## src/rtl/video_timing_gen.sv

```systemverilog
// rtl/video_timing_gen.sv - raster timing generator feeding the TMDS stage, one-cycle output pipeline.
// Define VTG_PATTERN_EN to replace PixelIn with an 8-bar colour test pattern.
module video_timing_gen #(
  parameter int H_ACTIVE = 1280,
  parameter int H_FP     = 110,
  parameter int H_SYNC   = 40,
  parameter int H_BP     = 220,
  parameter int V_ACTIVE = 720,
  parameter int V_FP     = 5,
  parameter int V_SYNC   = 5,
  parameter int V_BP     = 20,
  parameter bit HS_POL   = 1'b1,
  parameter bit VS_POL   = 1'b1
) (
  input  logic        PixelClk,
  input  logic        RstB,
  input  logic        Enable,
  input  logic [23:0] PixelIn,
  output logic        PixelReq,
  output logic [23:0] VideoDout,
  output logic        VideoDE,
  output logic        VideoHSync,
  output logic        VideoVSync,
  output logic [11:0] HCount,
  output logic [11:0] VCount,
  output logic        FrameStart,
  output logic        Busy
);

  localparam logic [11:0] H_ACT    = 12'(H_ACTIVE);
  localparam logic [11:0] V_ACT    = 12'(V_ACTIVE);
  localparam logic [11:0] H_LAST   = 12'(H_ACTIVE + H_FP + H_SYNC + H_BP - 1);
  localparam logic [11:0] V_LAST   = 12'(V_ACTIVE + V_FP + V_SYNC + V_BP - 1);
  localparam logic [11:0] HS_START = 12'(H_ACTIVE + H_FP);
  localparam logic [11:0] HS_END   = 12'(H_ACTIVE + H_FP + H_SYNC);
  localparam logic [11:0] VS_START = 12'(V_ACTIVE + V_FP);
  localparam logic [11:0] VS_END   = 12'(V_ACTIVE + V_FP + V_SYNC);

  localparam logic [0:0] IDLE = 1'b0;
  localparam logic [0:0] RUN  = 1'b1;

  logic [0:0]  state;
  logic [11:0] hcnt;
  logic [11:0] vcnt;
  logic        isRun;
  logic        lineEnd;
  logic        frameEnd;
  logic        hsActive;
  logic        vsActive;
  logic [23:0] pixelNext;

  assign isRun    = (state == RUN);
  assign lineEnd  = (hcnt == H_LAST);
  assign frameEnd = lineEnd && (vcnt == V_LAST);
  assign Busy     = isRun;
  assign PixelReq = isRun && (hcnt < H_ACT) && (vcnt < V_ACT);
  assign hsActive = isRun && (hcnt >= HS_START) && (hcnt < HS_END);
  assign vsActive = isRun && (vcnt >= VS_START) && (vcnt < VS_END);

  // Counters only leave (0,0) while running, and RUN is only exited at the frame wrap.
  always_ff @(posedge PixelClk or negedge RstB) begin
    if (!RstB) begin
      state <= IDLE;
      hcnt  <= '0;
      vcnt  <= '0;
    end else begin
      case (state)
        IDLE: begin
          if (Enable) state <= RUN;
        end
        RUN: begin
          if (lineEnd) begin
            hcnt <= '0;
            if (frameEnd) begin
              vcnt <= '0;
              if (!Enable) state <= IDLE;
            end else begin
              vcnt <= vcnt + 12'd1;
            end
          end else begin
            hcnt <= hcnt + 12'd1;
          end
        end
        default: state <= IDLE;
      endcase
    end
  end

`ifdef VTG_PATTERN_EN
  localparam logic [11:0] BAR_W = 12'(H_ACTIVE / 8);
  logic [2:0] barIdx;
  assign barIdx = 3'(hcnt / BAR_W);

  always_comb begin
    pixelNext = 24'h000000;
    case (barIdx)
      3'd0: pixelNext = 24'hFFFFFF;
      3'd1: pixelNext = 24'hFFFF00;
      3'd2: pixelNext = 24'h00FFFF;
      3'd3: pixelNext = 24'h00FF00;
      3'd4: pixelNext = 24'hFF00FF;
      3'd5: pixelNext = 24'hFF0000;
      3'd6: pixelNext = 24'h0000FF;
      default: pixelNext = 24'h000000;
    endcase
  end
`else
  assign pixelNext = PixelIn;
`endif

  always_ff @(posedge PixelClk or negedge RstB) begin
    if (!RstB) begin
      VideoDout  <= '0;
      VideoDE    <= 1'b0;
      VideoHSync <= ~HS_POL;
      VideoVSync <= ~VS_POL;
      HCount     <= '0;
      VCount     <= '0;
      FrameStart <= 1'b0;
    end else begin
      VideoDout  <= PixelReq ? pixelNext : 24'h000000;
      VideoDE    <= PixelReq;
      VideoHSync <= hsActive ? HS_POL : ~HS_POL;
      VideoVSync <= vsActive ? VS_POL : ~VS_POL;
      HCount     <= hcnt;
      VCount     <= vcnt;
      FrameStart <= PixelReq && (hcnt == 12'd0) && (vcnt == 12'd0);
    end
  end

endmodule

```

## config.mk

```make
export PLATFORM = sky130hd
export DESIGN_NAME = video_timing_gen
export DESIGN_NICKNAME = d
export VERILOG_FILES = /design/src/rtl/video_timing_gen.sv
export SDC_FILE = /design/constraint.sdc
export NUM_CORES = 1
export LEC_CHECK = 0
export BUFFER_PORTS_ARGS = -buffer_cell sky130_fd_sc_hd__buf_2
export CAP_MARGIN = 40
export CORE_ASPECT_RATIO = 0.9
export CORE_MARGIN = 3
export CORE_UTILIZATION = 51
export DETAILED_ROUTE_END_ITERATION = 8
export HOLD_SLACK_MARGIN = 0.15
export PLACE_DENSITY = 0.78
export SETUP_SLACK_MARGIN = 0.05
export SYNTH_ARGS = -nofsm -noshare
export SYNTH_HDL_FRONTEND = slang
export SYNTH_SLANG_ARGS = --single-unit
```

## constraint.sdc

```tcl
create_clock -name PixelClk -period 3.43 [get_ports PixelClk]
set_input_delay 0.1715 -clock PixelClk [delete_from_list [all_inputs] [get_ports PixelClk]]
set_output_delay 0.1715 -clock PixelClk [all_outputs]
set_load 0.01 [all_outputs]
```

==> run metrics, run 1 <==
worst hold margin=0.336 ns; async set or reset register ratio after synthesis=100%; Max-slew headroom=51.7%; routability cong.=0.873; fraction of layout instances using a drive strength above 1=28.8%; worst endpoint required time=3.26 ns; die area=0.00685 mm²; DPL Wire Length=4.19 mm; Total GRT Usage=21.5%; critical path arrival=2.20 ns; worst slew pin tran=0.724 ns; post-route worst setup slack=1.06 ns; Worst path top cell family by delay=compound AO/OA/AOI/OAI gates; Net Count, Synth=284; Die Height=78.8 µm; std cell rows=25; Mean Syn Cell Area=12.0 µm²; Nets=393; I/O Buffers=80; f_max=421 MHz; Skew-Pair Late Insertion Delay=0.34 ns; first-pass GRT wire length=11.2 mm; post-synthesis mux area share=0.999%; Vias/cell=5.25; initial antenna violation count=0; Synth Area in XOR/XNOR=2.62%; Place WS=1.29 ns; #FFs+latches synth=77; post-layout util=71.4%; fillers=362; Hold Vio Cnt, Final=0; clk slew on worst S/H paths=0.08 ns; Post-synth EDFFs=0; Worst IR Drop VDD=0.279 mV; Cell variety after synth=42; Final setup viols=0; clock period minus worst slack=2.37 ns; final slew viol count=0; global route total overflow=0; Vias=2261; ANT nets after route=0; Synth Area in Adders=2.91%; Static Leak=1.90 nW; largest net degree at the start of global routing=47; CP max FO=27; main combinational cell family by area after synthesis=simple AND/OR/NAND/NOR gates; number of I/O pins=81; chip width=86.9 µm; core area=0.00547 mm²; Area Growth Syn to Fin=30.0%; clk sinks=77; fin crit share=69.2%; max incr delay on CP=0.68 ns; Post-Syn Area=0.00301 mm²; Ant. Diodes=0; DR DRC count=0; initial core utilization=54.9%; WP depth=4; CTS H-tree lvls=3; DRT Wirelength=6.82 mm; RSZ-0062 raised after global routing=false; Reg area=0.00193 mm²; maximum buffer depth of the clock tree=2; worst hold path type=input port to async pin; final routed wire length divided by cell count=15.8 µm; Num CTS Buffers=9; sequential share of the synthesized area=64.1%; Power Dens Cells=417 mW/mm²; vias in the first global route=2268; Synth Area in Compound Gates=6.41%; DR iter-0 viols=148; Synth Area in Simple Gates=19.8%; status=finished, final reports clean; crit path buf inv count=1; synth warn=0; first-pass detailed-route iteration total=4; worst-path cell chain=nand2b_1 -> nor3_1 -> o2111a_1 -> buf_2; Critical Path End Type=output pin; Pwr Total=1.63 mW; Post-synth top flop=dfrtp_1; TritonCTS clock tree=built; MaxCap Viol Count=0; TNS Setup=0 ns; synthesized instance count=250; Startpoint Class=flip-flop; Setup Skew=0.00924 ns; clock root cell=clkbuf_8; Multi-input gate area=985 µm²; worst setup path category=flip-flop to output pin; reg2reg path depth=4; slowest library cell on the worst path=o2111a_1
-- cell usage after synthesis, types with 2 or more instances --
master | instances | area [µm²]
dfrtp_1 | 77 | 1930
and2_1 | 26 | 163
nand3_1 | 15 | 75.1
nand2_1 | 13 | 48.8
inv_1 | 11 | 41.3
nor3_1 | 9 | 45.0
a21oi_1 | 8 | 40.0
o21ai_0 | 8 | 40.0
clkbuf_1 | 7 | 26.3
ha_1 | 7 | 87.6
nor2_1 | 7 | 26.3
xor2_1 | 7 | 61.3
nand4_1 | 6 | 37.5
and3_1 | 4 | 25.0
nand2b_1 | 4 | 25.0
mux2i_1 | 3 | 30.0
nor4_1 | 3 | 18.8
or4_1 | 3 | 22.5
and4_1 | 2 | 17.5
buf_6 | 2 | 22.5
nand3b_1 | 2 | 15.0
o21ai_1 | 2 | 10.0
o22ai_1 | 2 | 12.5
o31ai_1 | 2 | 15.0
or4_4 | 2 | 22.5
xnor2_1 | 2 | 17.5
-- cell families (layout without fill, tap and decap cells) --
family | after synthesis | after routing
and+or+nand+nor | 102 | 102
DFF | 77 | 77
AOI/OAI and AO/OA | 31 | 31
buffers and inverters | 21 | 135
xor gates and xnor gates | 9 | 9
adders and majority gates | 7 | 7
muxes | 3 | 3
-- what timing repair did --
action / CTS / global route
setup endpoints to repair: 0 / 0
hold endpoints to repair: 102 / 0
setup buffers: 0 / 0
gates resized for setup: 0 / 0
hold buffers: 26 / 0
-- routing by layer --
layer	track usage, %	part of all wire (%)	up-vias
li1	-	-	1084
met1	27.4	43	1083
met2	34.4	46	84
met3	5.81	8.6	10
met4	9.50	1.6	0
met5	0	0	-
-- cell type report --
cell class	count	share of cell area [%]
Clock buffer	9	3.17
Clock inverter	7	1.50
Inverter	11	1.06
Multi-Input combinational cell	152	25.2
Sequential cell	77	49.3
Tap cell	67	2.14
Timing Repair Buffer	108	17.7
-- through the flow --
| stage | cell area, µm² | cells |
|---|---|---|
| finish | 3910 | 431 |
| global route | 3910 | 431 |
| CTS | 3910 | 431 |
| detailed placement | 3470 | 389 |
| global placement | 3450 | 388 |
| floorplan | 3010 | 250 |
-- cell usage in the layout (no fill, tap or decap), types with 6 or more instances in the layout --
cell           instances
dfrtp_1               77
xor2_1                 7
dlygate4sd3_1         26
nand3_1               15
clkbuf_8               9
nand2_1               13
o21ai_0                8
nor2_1                 7
buf_2                 79
inv_1                 11
and2_1                26
a21oi_1                8
nor3_1                 9
nand4_1                6
ha_1                   7
-- sequential cells by signal (all words and copies together) (netlist names) --
name	cells
VCount	12
VideoHSync	1
hcnt	12
VideoVSync	1
VideoDE	1
Busy	1
HCount	12
vcnt	12
VideoDout	24
FrameStart	1
-- report_power, final --
group          switching, mW  internal, mW
Clock                  0.339         0.273
Combinational         0.0433        0.0488
Sequential           0.00405         0.921
-- final timing paths --
path | from | end | slack [ns]
worst max-delay path | Busy | PixelReq | 1.06
worst min-delay path | RstB | VCount[9] | 0.34
worst max register to register | hcnt[2] | vcnt[11] | 1.29
worst min register to register | vcnt[7] | VCount[7] | 0.47
max in group asynchronous | RstB | HCount[7] | 2.51
min in group PixelClk | vcnt[7] | VCount[7] | 0.47
Note: power is estimated with default switching activity, not from simulation.
==> run 2: changes to the inputs <==
Settings changed: ABC_AREA set to 1, PLACE_DENSITY 0.78 to 0.77.
Clock period 3.43 ns to 2.2 ns, I/O delays scaled along.
==> run 2 against run 1 <==
  * Routed wire length rose by 16%
  * Worst setup slack got worse by 0.76 ns
  * Combinational power rose by 66%
  * Global-route usage rose by 1.3 points
  * Design area rose by 8.7%
  * Area after synthesis rose by 9.7%
  * First-iteration DRC count rose by 44%
  * Die area rose by 9.0%
  * Clock power rose by 92%
  * Non-clock buffer count did not move
  * Total power rose by 70%
  * Hold slack got worse by 0.055 ns
==> run metrics, run 2 <==
critical path arrival=1.80 ns (-0.40 ns); Cell variety after synth=28 (-33%); core area=0.00618 mm² (+13%); Reg with most FFs=VideoDout; Hold Vio Cnt, Final=0 (unchanged); top cell types by occurrence after synthesis=77 x dfrtp_1, 69 x nand2_1, 58 x nor2_1; Nets=501 (+27%); Post-Syn Area=0.00330 mm² (+9.7%); fraction of layout instances using a drive strength above 1=24.2% (-4.7 points); Worst IR Drop VDD=0.346 mV (+24%); Die Height=82.3 µm (+4.4%); Non-Filler Instances=559 (+30%); sequential share of the synthesized area=58.4% (-5.7 points); chip width=90.8 µm (+4.4%); Ant. Diodes=0 (unchanged); Mean Syn Cell Area=9.24 µm² (-23%); Post-synth EDFFs=0 (unchanged); worst hold path type=input port to async pin; ANT nets after route=0 (unchanged); Net Count, Synth=391 (+38%); worst-path cell chain=inv_1 -> nand2_1 -> nor3_2 -> o21ai_1 -> nand2_4 -> inv_1 -> buf_2; fillers=446 (+23%); Area Growth Syn to Fin=28.8%; sw power=0.619 mW (+60%); worst hold margin=0.281 ns (-0.0547 ns); clock period minus worst slack=1.91 ns; std cell rows=27 (+8.0%); commonest non-fill, non-tap cell in the layout=buf_2; Inst Count DP=517 (+33%); Critical Path End Type=output pin; async set or reset register ratio after synthesis=100% (unchanged); synth warn=0 (unchanged); largest net degree at the start of global routing=40 (-15%); cell taking the most area after synthesis=dfrtp_1; RSZ-0062 raised after global routing=false; worst setup path category=flip-flop to output pin; Power Dens Cells=653 mW/mm² (+57%); TritonCTS clock tree=built; DR iter-0 viols=213 (+44%); f_max=524 MHz; DRT Wirelength=7.95 mm (+16%); clk slew on worst S/H paths=0.08 ns (about the same); MaxCap Viol Count=0 (unchanged); CP max FO=14 (-48%); worst endpoint required time=2.09 ns (-1.17 ns); clock root cell=clkbuf_8; Clock Power Share=42.5% (+4.9 points); initial antenna violation count=0 (unchanged); fin crit share=86.7%; max reg flops=24 (unchanged); Final setup viols=0 (unchanged); Startpoint Class=flip-flop; Vias=2684 (+19%); Post-CTS Setup Bufs=0 (unchanged); I/O Buffers=80 (unchanged); CP most frequent cell=inv_1; post-route worst setup slack=0.293 ns (-0.765 ns); DR DRC count=0 (unchanged); synth top area cells=dfrtp_1 58%, nand2_1 7.8%, nor2_1 6.6%; Place WS=0.465 ns (-0.826 ns); TNS Setup=0 ns (unchanged); Setup Skew=0.00852 ns (-0.000721 ns); Skew-Pair Late Insertion Delay=0.35 ns (about the same); max incr delay on CP=0.44 ns (-0.24 ns); vias in the first global route=2635 (+16%); area share of the largest cell type after synthesis=58.4% (-5.7 points); slowest library cell on the worst path=dfrtp_1; share of power burned in registers=52.0% (-4.8 points); final routed wire length divided by cell count=14.2 µm (-10%); highest-count cells in the layout ignoring fill and taps=79 x buf_2, 77 x dfrtp_1, 69 x nand2_1, 58 x nor2_1, 54 x inv_1; maximum buffer depth of the clock tree=2 (unchanged); routability cong.=0.882 (+1.0%); Static Leak=2.26 nW (+19%); Max-slew headroom=66.2% (+14 points); initial core utilization=53.4% (-1.6 points); global route total overflow=0 (unchanged); Vias/cell=4.80 (-8.5%); Total GRT Usage=22.8% (+1.3 points); #FFs+latches synth=77 (unchanged); CTS H-tree lvls=3 (unchanged); Sw Share=22.3% (-1.4 points); first-pass GRT wire length=13.1 mm (+17%); final slew viol count=0 (unchanged); die area=0.00747 mm² (+9.0%); worst slew pin tran=0.507 ns (-0.217 ns); Post-synth top flop=dfrtp_1; synthesized instance count=357 (+43%); number of I/O pins=81 (unchanged); Num CTS Buffers=9 (unchanged); internal power=2.16 mW (+73%); combinational share of power=5.5% (-0.2 points); status=finished, final reports clean; DPL Wire Length=4.96 mm (+18%); first-pass detailed-route iteration total=4 (unchanged); clk sinks=77 (unchanged); most common cell in the netlist=dfrtp_1
[run 2: logic make-up (layout without fill, tap and decap cells)]
logic type / Yosys count / after routing / synth area share (%)
compound gates: 20 / 20 / 3.26
flops: 77 / 77 / 58.4
buf+inv: 67 / 182 / 8.87
xor+xnor: 6 / 6 / 1.59
fa+ha+maj: 7 / 7 / 2.65
simple gates: 180 / 180 / 25.2
[run 2: what timing repair did]
item,4_1_cts,5_1_grt
hold buffers,26,0
endpoints found under the hold margin,102,0
endpoints found under the setup margin,0,1
gates resized for setup,0,1
[run 2: worst paths after layout]
| path | startpoint | to | slack (ns) | cells past startpoint |
|---|---|---|---|---|
| worst max-delay path | vcnt[8] | PixelReq | 0.29 | 7 |
| worst min-delay path | RstB | hcnt[9] | 0.28 | 2 |
| worst max register to register | hcnt[1] | vcnt[8] | 0.46 | 7 |
| worst min register to register | vcnt[11] | VCount[11] | 0.42 | 0 |
| max in group asynchronous | RstB | VCount[3] | 1.35 | 3 |
| min in group PixelClk | vcnt[11] | VCount[11] | 0.42 | 0 |
[run 2: power by group through the flow]
stage	registers (mW)	clock network (mW)	logic [mW]
global placement	1.47	0	0.106
global route	1.44	1.27	0.169
finish	1.44	1.18	0.153
detailed placement	1.47	0	0.112
CTS	1.44	1.20	0.148
floorplan	1.48	0	0.0177
[run 2: per-layer routing]
metal | track usage, % | wire length (µm) | vias up
met5 | 0 | 0 | -
met2 | 38.6 | 3780 | 110
met3 | 6.61 | 667 | 8
li1 | - | - | 1324
met1 | 28.9 | 3420 | 1242
met4 | 6.78 | 78 | 0
[run 2: per-stage QoR]
| stage | util, % | area [µm²] | power, mW |
|---|---|---|---|
| 6_report | 68.8 | 4250 | 2.78 |
| 4_1_cts | 68.7 | 4250 | 2.78 |
| 3_3_place_gp | 60.6 | 3740 | 1.57 |
| 3_5_place_dp | 60.9 | 3760 | 1.58 |
| 5_1_grt | 68.8 | 4250 | 2.88 |
| 2_1_floorplan | - | 3300 | 1.50 |
[run 2: worst max-delay path, delay by kind of cell, from the launching register on]
family / cells / cell delay [ns]
DFF: 1 / 0.44
buffers and inverters: 3 / 0.35
AOI/OAI and AO/OA: 1 / 0.15
and+or+nand+nor: 3 / 0.51
[run 2: layout make-up]
cell class,instances,area [µm²],share of cell area (%)
flip-flops and latches,77,1930,45.3
multi-input cells,213,1080,25.5
repair buffers,108,691,16.2
inverters,58,218,5.12
clock buffers,9,124,2.91
well taps,87,109,2.56
clock inverters,7,97.6,2.30
